$ cat src/rtl/disp_arbiter_if.sv
// -----------------------------------------------------------------------------
// disp_arbiter_if
// Bundle between the display arbiter and its surroundings.
//   Requests   : req_err / req_evt level-sampled request strobes
//   Payloads   : err_disp/err_led, evt_disp/evt_led message contents,
//                base_disp/base_led/blink_mask live default view
//   Display    : disp3..disp0 segment patterns, led LED drive
//   Status     : busy, err_done, evt_done, evt_dropped
// Modports: slave = the arbiter, master = requesters / display consumer.
// -----------------------------------------------------------------------------
interface disp_arbiter_if;
   logic        req_err;
   logic [31:0] err_disp;
   logic [7:0]  err_led;
   logic        req_evt;
   logic [31:0] evt_disp;
   logic [7:0]  evt_led;
   logic [31:0] base_disp;
   logic [7:0]  base_led;
   logic [7:0]  blink_mask;
   logic [7:0]  disp3;
   logic [7:0]  disp2;
   logic [7:0]  disp1;
   logic [7:0]  disp0;
   logic [7:0]  led;
   logic        busy;
   logic        err_done;
   logic        evt_done;
   logic        evt_dropped;

   modport slave (
      input  req_err, err_disp, err_led,
      input  req_evt, evt_disp, evt_led,
      input  base_disp, base_led, blink_mask,
      output disp3, disp2, disp1, disp0, led,
      output busy, err_done, evt_done, evt_dropped
   );

   modport master (
      output req_err, err_disp, err_led,
      output req_evt, evt_disp, evt_led,
      output base_disp, base_led, blink_mask,
      input  disp3, disp2, disp1, disp0, led,
      input  busy, err_done, evt_done, evt_dropped
   );
endinterface

$ cat src/rtl/disp_arbiter.sv
// -----------------------------------------------------------------------------
// disp_arbiter
// Chooses what the 4-digit / 8-LED display shows: the live base view (with
// optional LED blinking), a timed error message, or a timed event message.
// Errors preempt events; a preempted or overlapping event is parked as
// pending and shown with a fresh full hold once the error has finished.
// Ports:
//   clk  - clock, rising edge
//   rst  - asynchronous active-high reset
//   bus  - disp_arbiter_if.slave (requests, payloads, display outputs, status)
// Parameters:
//   HOLD_CYC  - cycles each message stays on the display (1..65535)
//   BLINK_DIV - cycles per blink half-period (1..65535)
// -----------------------------------------------------------------------------
module disp_arbiter #(
   parameter int unsigned HOLD_CYC  = 100,
   parameter int unsigned BLINK_DIV = 25
) (
   input  logic           clk,
   input  logic           rst,
   disp_arbiter_if.slave  bus
);

   typedef enum logic [1:0] {
      BASE     = 2'd0,
      SHOW_ERR = 2'd1,
      SHOW_EVT = 2'd2
   } state_t;

   localparam logic [15:0] HOLD_LAST  = 16'(HOLD_CYC - 1);
   localparam logic [15:0] BLINK_LAST = 16'(BLINK_DIV - 1);

   state_t      state, state_nx;
   logic [15:0] timer, timer_nx;
   logic        pend_evt, pend_nx;
   logic        lat_err, lat_evt;
   logic        err_done_nx, evt_done_nx, evt_dropped_nx;
   logic        err_done_q, evt_done_q, evt_dropped_q;
   logic        expired;

   logic [31:0] err_disp_q, evt_disp_q;
   logic [7:0]  err_led_q, evt_led_q;

   logic [15:0] blink_cnt;
   logic        blink_phase;

   logic [31:0] disp_word;
   logic [7:0]  led_word;

   // Timer holds the number of edges already spent in the current message,
   // so the last cycle of a hold is the one where it reads HOLD_CYC-1.
   assign expired = (timer == HOLD_LAST);

   // State, timer, pending flag and status pulses
   always_ff @(posedge clk or posedge rst) begin
      if (rst) begin
         state         <= BASE;
         timer         <= 16'd0;
         pend_evt      <= 1'b0;
         err_done_q    <= 1'b0;
         evt_done_q    <= 1'b0;
         evt_dropped_q <= 1'b0;
      end else begin
         state         <= state_nx;
         timer         <= timer_nx;
         pend_evt      <= pend_nx;
         err_done_q    <= err_done_nx;
         evt_done_q    <= evt_done_nx;
         evt_dropped_q <= evt_dropped_nx;
      end
   end

   always_comb begin
      state_nx       = state;
      timer_nx       = timer + 16'd1;
      pend_nx        = pend_evt;
      lat_err        = 1'b0;
      lat_evt        = 1'b0;
      err_done_nx    = 1'b0;
      evt_done_nx    = 1'b0;
      evt_dropped_nx = 1'b0;

      case (state)
         BASE: begin
            timer_nx = 16'd0;
            if (bus.req_err) begin
               state_nx = SHOW_ERR;
               lat_err  = 1'b1;
               if (bus.req_evt) begin
                  lat_evt = 1'b1;
                  pend_nx = 1'b1;
               end
            end else if (bus.req_evt) begin
               state_nx = SHOW_EVT;
               lat_evt  = 1'b1;
            end
         end

         SHOW_ERR: begin
            // A new event during an error always wins the single pending slot;
            // an older pending event is discarded and reported.
            if (bus.req_evt) begin
               lat_evt        = 1'b1;
               pend_nx        = 1'b1;
               evt_dropped_nx = pend_evt;
            end
            if (bus.req_err) begin
               lat_err  = 1'b1;
               timer_nx = 16'd0;
            end else if (expired) begin
               err_done_nx = 1'b1;
               timer_nx    = 16'd0;
               if (pend_nx) begin
                  state_nx = SHOW_EVT;
                  pend_nx  = 1'b0;
               end else begin
                  state_nx = BASE;
               end
            end
         end

         SHOW_EVT: begin
            if (expired) begin
               // Event completed its hold; requests on this edge start afresh
               // exactly as they would from the base view.
               evt_done_nx = 1'b1;
               timer_nx    = 16'd0;
               state_nx    = BASE;
               if (bus.req_err) begin
                  state_nx = SHOW_ERR;
                  lat_err  = 1'b1;
                  if (bus.req_evt) begin
                     lat_evt = 1'b1;
                     pend_nx = 1'b1;
                  end
               end else if (bus.req_evt) begin
                  state_nx = SHOW_EVT;
                  lat_evt  = 1'b1;
               end
            end else if (bus.req_err) begin
               // Preemption: the event latch keeps the interrupted message
               // (or the new one if it arrives on the same edge).
               state_nx = SHOW_ERR;
               timer_nx = 16'd0;
               lat_err  = 1'b1;
               pend_nx  = 1'b1;
               lat_evt  = bus.req_evt;
            end else if (bus.req_evt) begin
               lat_evt  = 1'b1;
               timer_nx = 16'd0;
            end
         end

         default: begin
            state_nx = BASE;
            timer_nx = 16'd0;
            pend_nx  = 1'b0;
         end
      endcase
   end

   // Payload latches
   always_ff @(posedge clk or posedge rst) begin
      if (rst) begin
         err_disp_q <= 32'd0;
         err_led_q  <= 8'd0;
         evt_disp_q <= 32'd0;
         evt_led_q  <= 8'd0;
      end else begin
         if (lat_err) begin
            err_disp_q <= bus.err_disp;
            err_led_q  <= bus.err_led;
         end
         if (lat_evt) begin
            evt_disp_q <= bus.evt_disp;
            evt_led_q  <= bus.evt_led;
         end
      end
   end

   // Free-running blink divider; phase starts high so masked LEDs are lit
   // for the first half-period after reset.
   always_ff @(posedge clk or posedge rst) begin
      if (rst) begin
         blink_cnt   <= 16'd0;
         blink_phase <= 1'b1;
      end else if (blink_cnt == BLINK_LAST) begin
         blink_cnt   <= 16'd0;
         blink_phase <= ~blink_phase;
      end else begin
         blink_cnt   <= blink_cnt + 16'd1;
      end
   end

   // Display mux: base view follows its inputs with no register in the path.
   always_comb begin
      disp_word = bus.base_disp;
      led_word  = bus.base_led & ~(blink_phase ? 8'h00 : bus.blink_mask);
      case (state)
         SHOW_ERR: begin
            disp_word = err_disp_q;
            led_word  = err_led_q;
         end
         SHOW_EVT: begin
            disp_word = evt_disp_q;
            led_word  = evt_led_q;
         end
         default: begin
            disp_word = bus.base_disp;
            led_word  = bus.base_led & ~(blink_phase ? 8'h00 : bus.blink_mask);
         end
      endcase
   end

   assign bus.disp3       = disp_word[31:24];
   assign bus.disp2       = disp_word[23:16];
   assign bus.disp1       = disp_word[15:8];
   assign bus.disp0       = disp_word[7:0];
   assign bus.led         = led_word;
   assign bus.busy        = (state != BASE);
   assign bus.err_done    = err_done_q;
   assign bus.evt_done    = evt_done_q;
   assign bus.evt_dropped = evt_dropped_q;

endmodule

$ cat src/flat_wrapper.sv
// flat-port wrapper written by rule: the top's interface ports become plain ports
module disp_arbiter_flat 
#(
   parameter int unsigned HOLD_CYC  = 100,
   parameter int unsigned BLINK_DIV = 25
)
  (clk, rst, bus_req_err, bus_err_disp, bus_err_led, bus_req_evt, bus_evt_disp, bus_evt_led, bus_base_disp, bus_base_led, bus_blink_mask, bus_disp3, bus_disp2, bus_disp1, bus_disp0, bus_led, bus_busy, bus_err_done, bus_evt_done, bus_evt_dropped);
  disp_arbiter_if bus_i ();
  input  logic clk;
  input  logic rst;
  input wire logic [$bits(bus_i.req_err)-1:0] bus_req_err;
  input wire logic [$bits(bus_i.err_disp)-1:0] bus_err_disp;
  input wire logic [$bits(bus_i.err_led)-1:0] bus_err_led;
  input wire logic [$bits(bus_i.req_evt)-1:0] bus_req_evt;
  input wire logic [$bits(bus_i.evt_disp)-1:0] bus_evt_disp;
  input wire logic [$bits(bus_i.evt_led)-1:0] bus_evt_led;
  input wire logic [$bits(bus_i.base_disp)-1:0] bus_base_disp;
  input wire logic [$bits(bus_i.base_led)-1:0] bus_base_led;
  input wire logic [$bits(bus_i.blink_mask)-1:0] bus_blink_mask;
  output wire logic [$bits(bus_i.disp3)-1:0] bus_disp3;
  output wire logic [$bits(bus_i.disp2)-1:0] bus_disp2;
  output wire logic [$bits(bus_i.disp1)-1:0] bus_disp1;
  output wire logic [$bits(bus_i.disp0)-1:0] bus_disp0;
  output wire logic [$bits(bus_i.led)-1:0] bus_led;
  output wire logic [$bits(bus_i.busy)-1:0] bus_busy;
  output wire logic [$bits(bus_i.err_done)-1:0] bus_err_done;
  output wire logic [$bits(bus_i.evt_done)-1:0] bus_evt_done;
  output wire logic [$bits(bus_i.evt_dropped)-1:0] bus_evt_dropped;
  assign bus_i.req_err = bus_req_err;
  assign bus_i.err_disp = bus_err_disp;
  assign bus_i.err_led = bus_err_led;
  assign bus_i.req_evt = bus_req_evt;
  assign bus_i.evt_disp = bus_evt_disp;
  assign bus_i.evt_led = bus_evt_led;
  assign bus_i.base_disp = bus_base_disp;
  assign bus_i.base_led = bus_base_led;
  assign bus_i.blink_mask = bus_blink_mask;
  assign bus_disp3 = bus_i.disp3;
  assign bus_disp2 = bus_i.disp2;
  assign bus_disp1 = bus_i.disp1;
  assign bus_disp0 = bus_i.disp0;
  assign bus_led = bus_i.led;
  assign bus_busy = bus_i.busy;
  assign bus_err_done = bus_i.err_done;
  assign bus_evt_done = bus_i.evt_done;
  assign bus_evt_dropped = bus_i.evt_dropped;
  disp_arbiter #(.HOLD_CYC(HOLD_CYC), .BLINK_DIV(BLINK_DIV)) u_core (.clk(clk), .rst(rst), .bus(bus_i));
endmodule
$ cat config.mk
export PLATFORM = sky130hd
export DESIGN_NAME = disp_arbiter_flat
export DESIGN_NICKNAME = d
export VERILOG_FILES = /design/src/rtl/disp_arbiter_if.sv /design/src/rtl/disp_arbiter.sv /design/src/flat_wrapper.sv
export SDC_FILE = /design/constraint.sdc
export NUM_CORES = 1
export LEC_CHECK = 0
export ABC_AREA = 1
export CORE_UTILIZATION = 51
export CTS_CLUSTER_DIAMETER = 40
export DETAILED_ROUTE_END_ITERATION = 8
export PLACE_DENSITY = 0.85
export SYNTH_ARGS = -nofsm -noshare
export SYNTH_HDL_FRONTEND = slang
export SYNTH_SLANG_ARGS = --single-unit
export TNS_END_PERCENT = 20
$ cat constraint.sdc
create_clock -name clk -period 10.6 [get_ports clk]
set_clock_uncertainty 0.1 [all_clocks]
set_input_delay 2.12 -clock clk [delete_from_list [all_inputs] [get_ports clk]]
set_output_delay 2.12 -clock clk [all_outputs]
set_load 0.005 [all_outputs]
==> flow_summary_export.csv, run 1 <==
group,metric,value,unit
outcome,outcome,"finished clean",
timing,maxSlewViolCount,0,
min_path,hold_path_class,"reg2reg",
die,die_height,110,µm
critical_path,timing.rr.end,"u_core.timer[12]",
clocking,clk_pin_slew,0.05,ns
min_path,whs_path_depth,2,
clocking,cts_tree,"built",
routing,vias,5274,
clocking,cts_max_level,4,
critical_path,crit_family,"buffers and inverters",
timing,slew_headroom,0.267,
critical_path,arrival,3.44,ns
final_layout,nFillCells,779,
routing,drtAntennaViolNets,0,
die,die_area,0.0121,mm²
routing,drt_iter0_drc,277,
timing,setup_tns,0,ns
clocking,root_buffer,"clkbuf_16",
clocking,clock_path_buffers,2,
yosys,async_flop_share,1.00,
final_layout,fin_area,0.00833,mm²
yosys,syn_nets,773,
global_route,grt_overflow,0,
timing,fin_crit_sh,0.534,
pwr,powerDensity,240,mW/mm²
critical_path,required,8.38,ns
final_layout,area_delta_synth_final,40.1,%
critical_path,rrSetupSlack,7.65,ns
placed_design,place_ws,4.97,ns
yosys,syn_inst,633,
routing,wl_per_cell,16.8,µm
final_layout,fin_util,0.732,
timing,setup_slack,4.94,ns
critical_path,cp_num_buf_inv,2,
yosys,synth_top_area_share,0.497,
placed_design,dp_hpwl,10700,µm
timing,max_freq,177,MHz
yosys,yosys_warnings,0,
final_layout,final_common_cell,"clkdlybuf4s50_1",
yosys,synth_area_leaders,"dfrtp_1 (50%), mux2_2 (15%), nand2_1 (8.5%), nor2_1 (4.4%), a31oi_1 (4.3%)",
timing,finalSetupViolCount,0,
placed_design,postPlaceCellArea,0.00778,mm²
timing,rsz0062_at_grt,"no",
routing,drcViolationCount,0,
clocking,insertion_delay,0.41,ns
critical_path,path_max_fanout,1,
critical_path,critPathCaptureType,"output port",
final_layout,final_nets,942,
yosys,netlist_area,0.00595,mm²
clocking,hold_buffers,0,
critical_path,path_class,"in2out",
placed_design,io_buffers,175,
global_route,grt_usage,0.282,
job,cap_violations,0,
critical_path,cp_common_cell,"clkdlybuf4s50_1",
die,pin_count,176,
yosys,synth_seq_cells,119,
placed_design,gp_congestion,0.923,
global_route,antenna_found_initial,0,
die,start_util,0.523,
timing,tightest_slew,1.10,ns
die,coreArea,0.0114,mm²
critical_path,cp_slowest_cell,"clkdlybuf4s50_1",
yosys,synth_edf_count,0,
timing,min_period,5.66,ns
yosys,synth_ff_type,"dfrtp_1",
global_route,grt_max_degree,82,
critical_path,worstPathCellList,"clkdlybuf4s50_1, nand2_1, a21oi_1, a31oi_1, clkdlybuf4s50_1",
pwr,p_leak,3.56,nW
critical_path,rr_worst_depth,9,
yosys,synth_cell_types,34,
yosys,seq_area_frac_synth,0.501,
yosys,synth_area_leader_cell,"dfrtp_1",
final_layout,drive_gt1_frac,0.166,
pwr,peakVddDrop,0.149,mV
routing,drtPass1Iterations,5,
critical_path,r2r-start,"u_core.state[1]",
global_route,grt_pass1_vias,5484,
critical_path,max_stage_delay,0.56,ns
routing,finalWirelength,16100,µm
timing,finalHoldViolCount,0,
global_route,grt_pass1_wl,25400,µm
final_layout,antennaDiodeCount,0,
clocking,numCtsBuffers,17,
clocking,post-cts-setup-buffers,0,
min_path,worstHoldEndpoint,"u_core.blink_phase",
final_layout,layout_common_cells,"clkdlybuf4s50_1 (175), nand2_1 (133), dfrtp_1 (118)",
critical_path,worst_setup_path_start_kind,"primary input",
clocking,cts_resized,0,
yosys,synth.avg_cell_area,9.39,µm²
clocking,cts.sink_count,119,
die,die_w,110,µm
routing,drt-vias-per-instance,5.51,
die,row_count,39,
min_path,hold_start,"u_core.blink_phase",
registers in the layout (all words and copies together) (netlist names), 2 cells and up:
name and count:
u_core.blink_cnt 16, u_core.evt_disp_q 32, u_core.state 2, u_core.err_led_q 8, u_core.timer 16, u_core.evt_led_q 8
u_core.err_disp_q 32
cell families (layout without fill, tap and decap cells):
family                     count (synthesis)  count (layout)  share of synthesized area
and+or+nand+nor                          260             260                      0.186
DFF                                      119             119                      0.501
muxes                                     80              80                      0.152
buffers and inverters                     80             261                     0.0545
AOI/OAI and AO/OA                         74              74                     0.0728
xor gates and xnor gates                  12              12                     0.0177
adders and majority gates                  8               8                     0.0168
power breakdown:
group	switching, W	total, W	internal (W)
Clock	0.000197	0.000522	0.000326
Combinational	0.000408	0.000887	0.000479
Sequential	0.0000495	0.000589	0.000539
Total	0.000654	0.00200	0.00134
worst max-delay path by stage:
stage / from / endpoint / slack (ns) / depth (start not counted)
floorplan: rst / u_core.blink_cnt[0] / 5.22 / 1
global placement: bus_base_led[3] / bus_led[3] / 5.02 / 4
detailed placement: bus_base_disp[10] / bus_disp1[2] / 4.97 / 4
CTS: bus_blink_mask[2] / bus_led[2] / 4.94 / 5
global route: bus_blink_mask[5] / bus_led[5] / 4.89 / 5
finish: bus_blink_mask[2] / bus_led[2] / 4.94 / 5
synth_stat cells (2+ instances only):
cell      count
inv_1        49
and3_1        2
a21oi_1      19
buf_2        10
o21ai_0      10
nor3_1        9
nor2_1       70
nand2_2       3
nand2_1     135
ha_1          8
nor3b_1       2
a31oi_1      41
nand3_1      15
buf_1         3
xnor2_1       2
nor4_1        3
xor2_1       10
o21a_1        2
nand4_1      11
nor2_4        2
nor2_2        5
mux2_2       80
inv_2         2
clkbuf_1     13
dfrtp_1     118
per-layer routing:
layer | vias to the layer above | GRT usage | wire, µm
li1 | 2445 | - | -
met1 | 2527 | 0.309 | 6050
met2 | 250 | 0.499 | 8340
met3 | 52 | 0.0711 | 1070
met4 | 0 | 0.153 | 607
met5 | - | 0 | 0
worst register-to-register path, cell delays in order, from the launching register on:
cell	delay [ns]
dfrtp_1	0.44
inv_1	0.11
ha_1	0.71
buf_4	0.46
inv_1	0.14
a21oi_1	0.23
nand2_2	0.20
inv_1	0.21
o21ai_0	0.13
a21oi_1	0.15
through the flow:
step	power (W)	std cells	hold WS [ns]
2_1_floorplan	0.00102	633	0.322
6_report	0.00200	957	0.363
5_1_grt	0.00211	957	0.387
4_1_cts	0.00200	957	0.367
3_3_place_gp	0.00145	926	0.341
3_5_place_dp	0.00147	926	0.360
layout make-up:
cell class | count | area (µm²) | area share
clock buffer | 23 | 498 | 0.0598
clock inverter | 8 | 47.5 | 0.00571
inverter | 52 | 198 | 0.0237
multi-input combinational | 434 | 2650 | 0.319
sequential | 119 | 2980 | 0.358
tap | 143 | 179 | 0.0215
timing repair buffer | 178 | 1770 | 0.213
Note: power is estimated with default switching activity, not from simulation.
==> run 2: changes to the inputs <==
- CORE_UTILIZATION: 51 -> 48
- PLACE_DENSITY: 0.85 -> 0.81
- clock period: 10.6 -> 5.9 ns (I/O delays scaled with it)
==> run 2 against run 1 <==
Net effect: combinational power up 80%; design area up 1.2%; clock power is 97% higher; die area grew 6.1%; count of clock-buffer cells in the layout is 1 higher; sequential power rose by 78%; utilization is 3.4 points lower; via count is 1.5% lower; global-route usage is 2.3 points lower; non-clock buffer count is 1 higher; sequential share of layout area is 0.41 points lower; final cell count increased by 2.8%.
==> flow_summary_export.csv, run 2 (synthesis results as in run 1) <==
group,metric,value,unit
job,cap_violations,0,
routing,drcViolationCount,0,
die,die_area,0.0128,mm²
min_path,whs_path_depth,2,
critical_path,required,4.62,ns
min_path,hold_path_class,"reg2reg",
clocking,clock_path_buffers,2,
pwr,peakVddDrop,0.361,mV
timing,finalHoldViolCount,0,
critical_path,path_class,"reg2out",
critical_path,cp-endpoint,"bus_led[7]",
routing,drtAntennaViolNets,0,
final_layout,antennaDiodeCount,0,
die,die_w,113,µm
critical_path,path_max_fanout,58,
die,pin_count,176,
timing,min_period,4.46,ns
critical_path,rrSetupSlack,3.23,ns
global_route,grt_usage,0.259,
final_layout,final_common_cell,"clkdlybuf4s50_1",
timing,max_freq,224,MHz
timing,hold-worst-slack,0.367,ns
placed_design,gp_congestion,0.848,
clocking,hold_buffers,0,
timing,maxSlewViolCount,0,
routing,wl_met2,7930,µm
critical_path,cp_num_buf_inv,3,
pwr,finalPower,0.00369,W
critical_path,setup.worst_path.start,"u_core.state[1]",
final_layout,multiInputGateArea,0.00265,mm²
critical_path,crit_family,"buffers and inverters",
final_layout,area_delta_synth_final,41.7,%
final_layout,nFillCells,856,
global_route,grt_pass1_vias,5532,
critical_path,timing.rr.end,"u_core.timer[12]",
timing,rsz0062_at_grt,"no",
critical_path,arrival,3.18,ns
routing,drtPass1Iterations,7,
clocking,numCtsBuffers,17,
die,coreArea,0.0121,mm²
critical_path,cp_slowest_cell,"ha_2",
die,die_height,113,µm
clocking,root_buffer,"clkbuf_16",
pwr,powerDensity,437,mW/mm²
final_layout,seq_area,0.00298,mm²
timing,fin_crit_sh,0.755,
placed_design,io_buffers,175,
final_layout,largestRegisters,"u_core.err_disp_q (32), u_core.evt_disp_q (32)",
routing,vias,5196,
clocking,cts_max_level,4,
critical_path,worst_setup_path_start_kind,"flop",
die,start_util,0.493,
critical_path,worstPathCellList,"inv_1, ha_2, buf_4, a21oi_1, a31oi_1, clkdlybuf4s50_1",
outcome,outcome,"finished clean",
timing,slew_headroom,0.299,
critical_path,critPathCaptureType,"output port",
clocking,cts.sink_count,119,
global_route,grt_max_degree,72,
placed_design,dp_hpwl,10600,µm
routing,wl_met1,6210,µm
critical_path,crit_cells,6,
timing,setup_slack,1.44,ns
global_route,antenna_found_initial,0,
clocking,insertion_delay,0.41,ns
routing,finalWirelength,15700,µm
placed_design,place_ws,1.91,ns
clocking,cts_tree,"built",
final_layout,drive_gt1_frac,0.168,
routing,wl_met3,927,µm
global_route,grt_overflow,0,
clocking,post-cts-setup-buffers,0,
timing,tightest_slew,1.05,ns
routing,drt_iter0_drc,350,
timing,setup_tns,0,ns
timing,finalSetupViolCount,0,
routing,wl_per_cell,16.0,µm
clocking,cts_resized,0,
die,row_count,40,
routing,top_layer,"met4",
final_layout,layout_common_cells,"clkdlybuf4s50_1 (175), nand2_1 (133), dfrtp_1 (118)",
final_layout,final_nets,943,
routing,drt-vias-per-instance,5.28,
critical_path,rr_worst_depth,8,
global_route,grt_pass1_wl,25600,µm
clocking,clk_pin_slew,0.05,ns
critical_path,max_stage_delay,1.02,ns
critical_path,r2r-start,"u_core.state[1]",
pwr,p_leak,3.60,nW
run 2: changes by cell type in the layout (fill, tap and decap cells not counted), sizes merged:
| cell | before | now |
|---|---|---|
| clkbuf | 23 | 24 |
| buf | 3 | 4 |
| clkinvlp | 3 | 1 |
| bufinv | 0 | 2 |
run 2: worst reg2reg max path: stages, from the launching register on:
cell,delay [ns]
dfrtp_1,0.41
inv_1,0.09
ha_2,1.02
nand2_1,0.14
a21oi_1,0.18
nand2_2,0.18
inv_1,0.20
o21ai_0,0.12
a21oi_1,0.14
run 2: final cells by class:
cell class / count / share of cell area
clock inverter: 8 / 0.0110
tap: 168 / 0.0249
sequential: 119 / 0.354
multi-input combinational: 434 / 0.315
clock buffer: 24 / 0.0607
inverter: 52 / 0.0235
timing repair buffer: 179 / 0.211
run 2: power by group:
part | internal [W] | leakage (nW) | switching (W) | total (W)
combinational | 0.000867 | 1.84 | 0.000730 | 0.00160
clock | 0.000684 | 0.302 | 0.000350 | 0.00103
sequential | 0.000969 | 1.46 | 0.0000845 | 0.00105
total | 0.00252 | 3.60 | 0.00116 | 0.00369
run 2: how the worst min path moves through the flow:
stage	start	slack [ns]	endpoint
after global routing	u_core.timer[0]	0.40	u_core.timer[0]
after global placement	u_core.timer[0]	0.34	u_core.timer[0]
after detailed placement	u_core.timer[0]	0.35	u_core.timer[0]
final	u_core.blink_phase	0.37	u_core.blink_phase
after floorplan	u_core.timer[0]	0.32	u_core.timer[0]
after CTS	u_core.blink_phase	0.37	u_core.blink_phase
run 2: through the flow:
stage          utilization  std cells  cell area, µm²
2_1_floorplan            -        633            5950
3_3_place_gp         0.648        952            7820
3_5_place_dp         0.648        952            7820
4_1_cts              0.699        984            8430
5_1_grt              0.699        984            8430
6_report             0.699        984            8430
run 2: metal layers:
metal / GRT usage / vias to the layer above
met5: 0 / -
met3: 0.0739 / 44
met1: 0.294 / 2504
li1: - / 2444
met4: 0.156 / 0
met2: 0.433 / 204
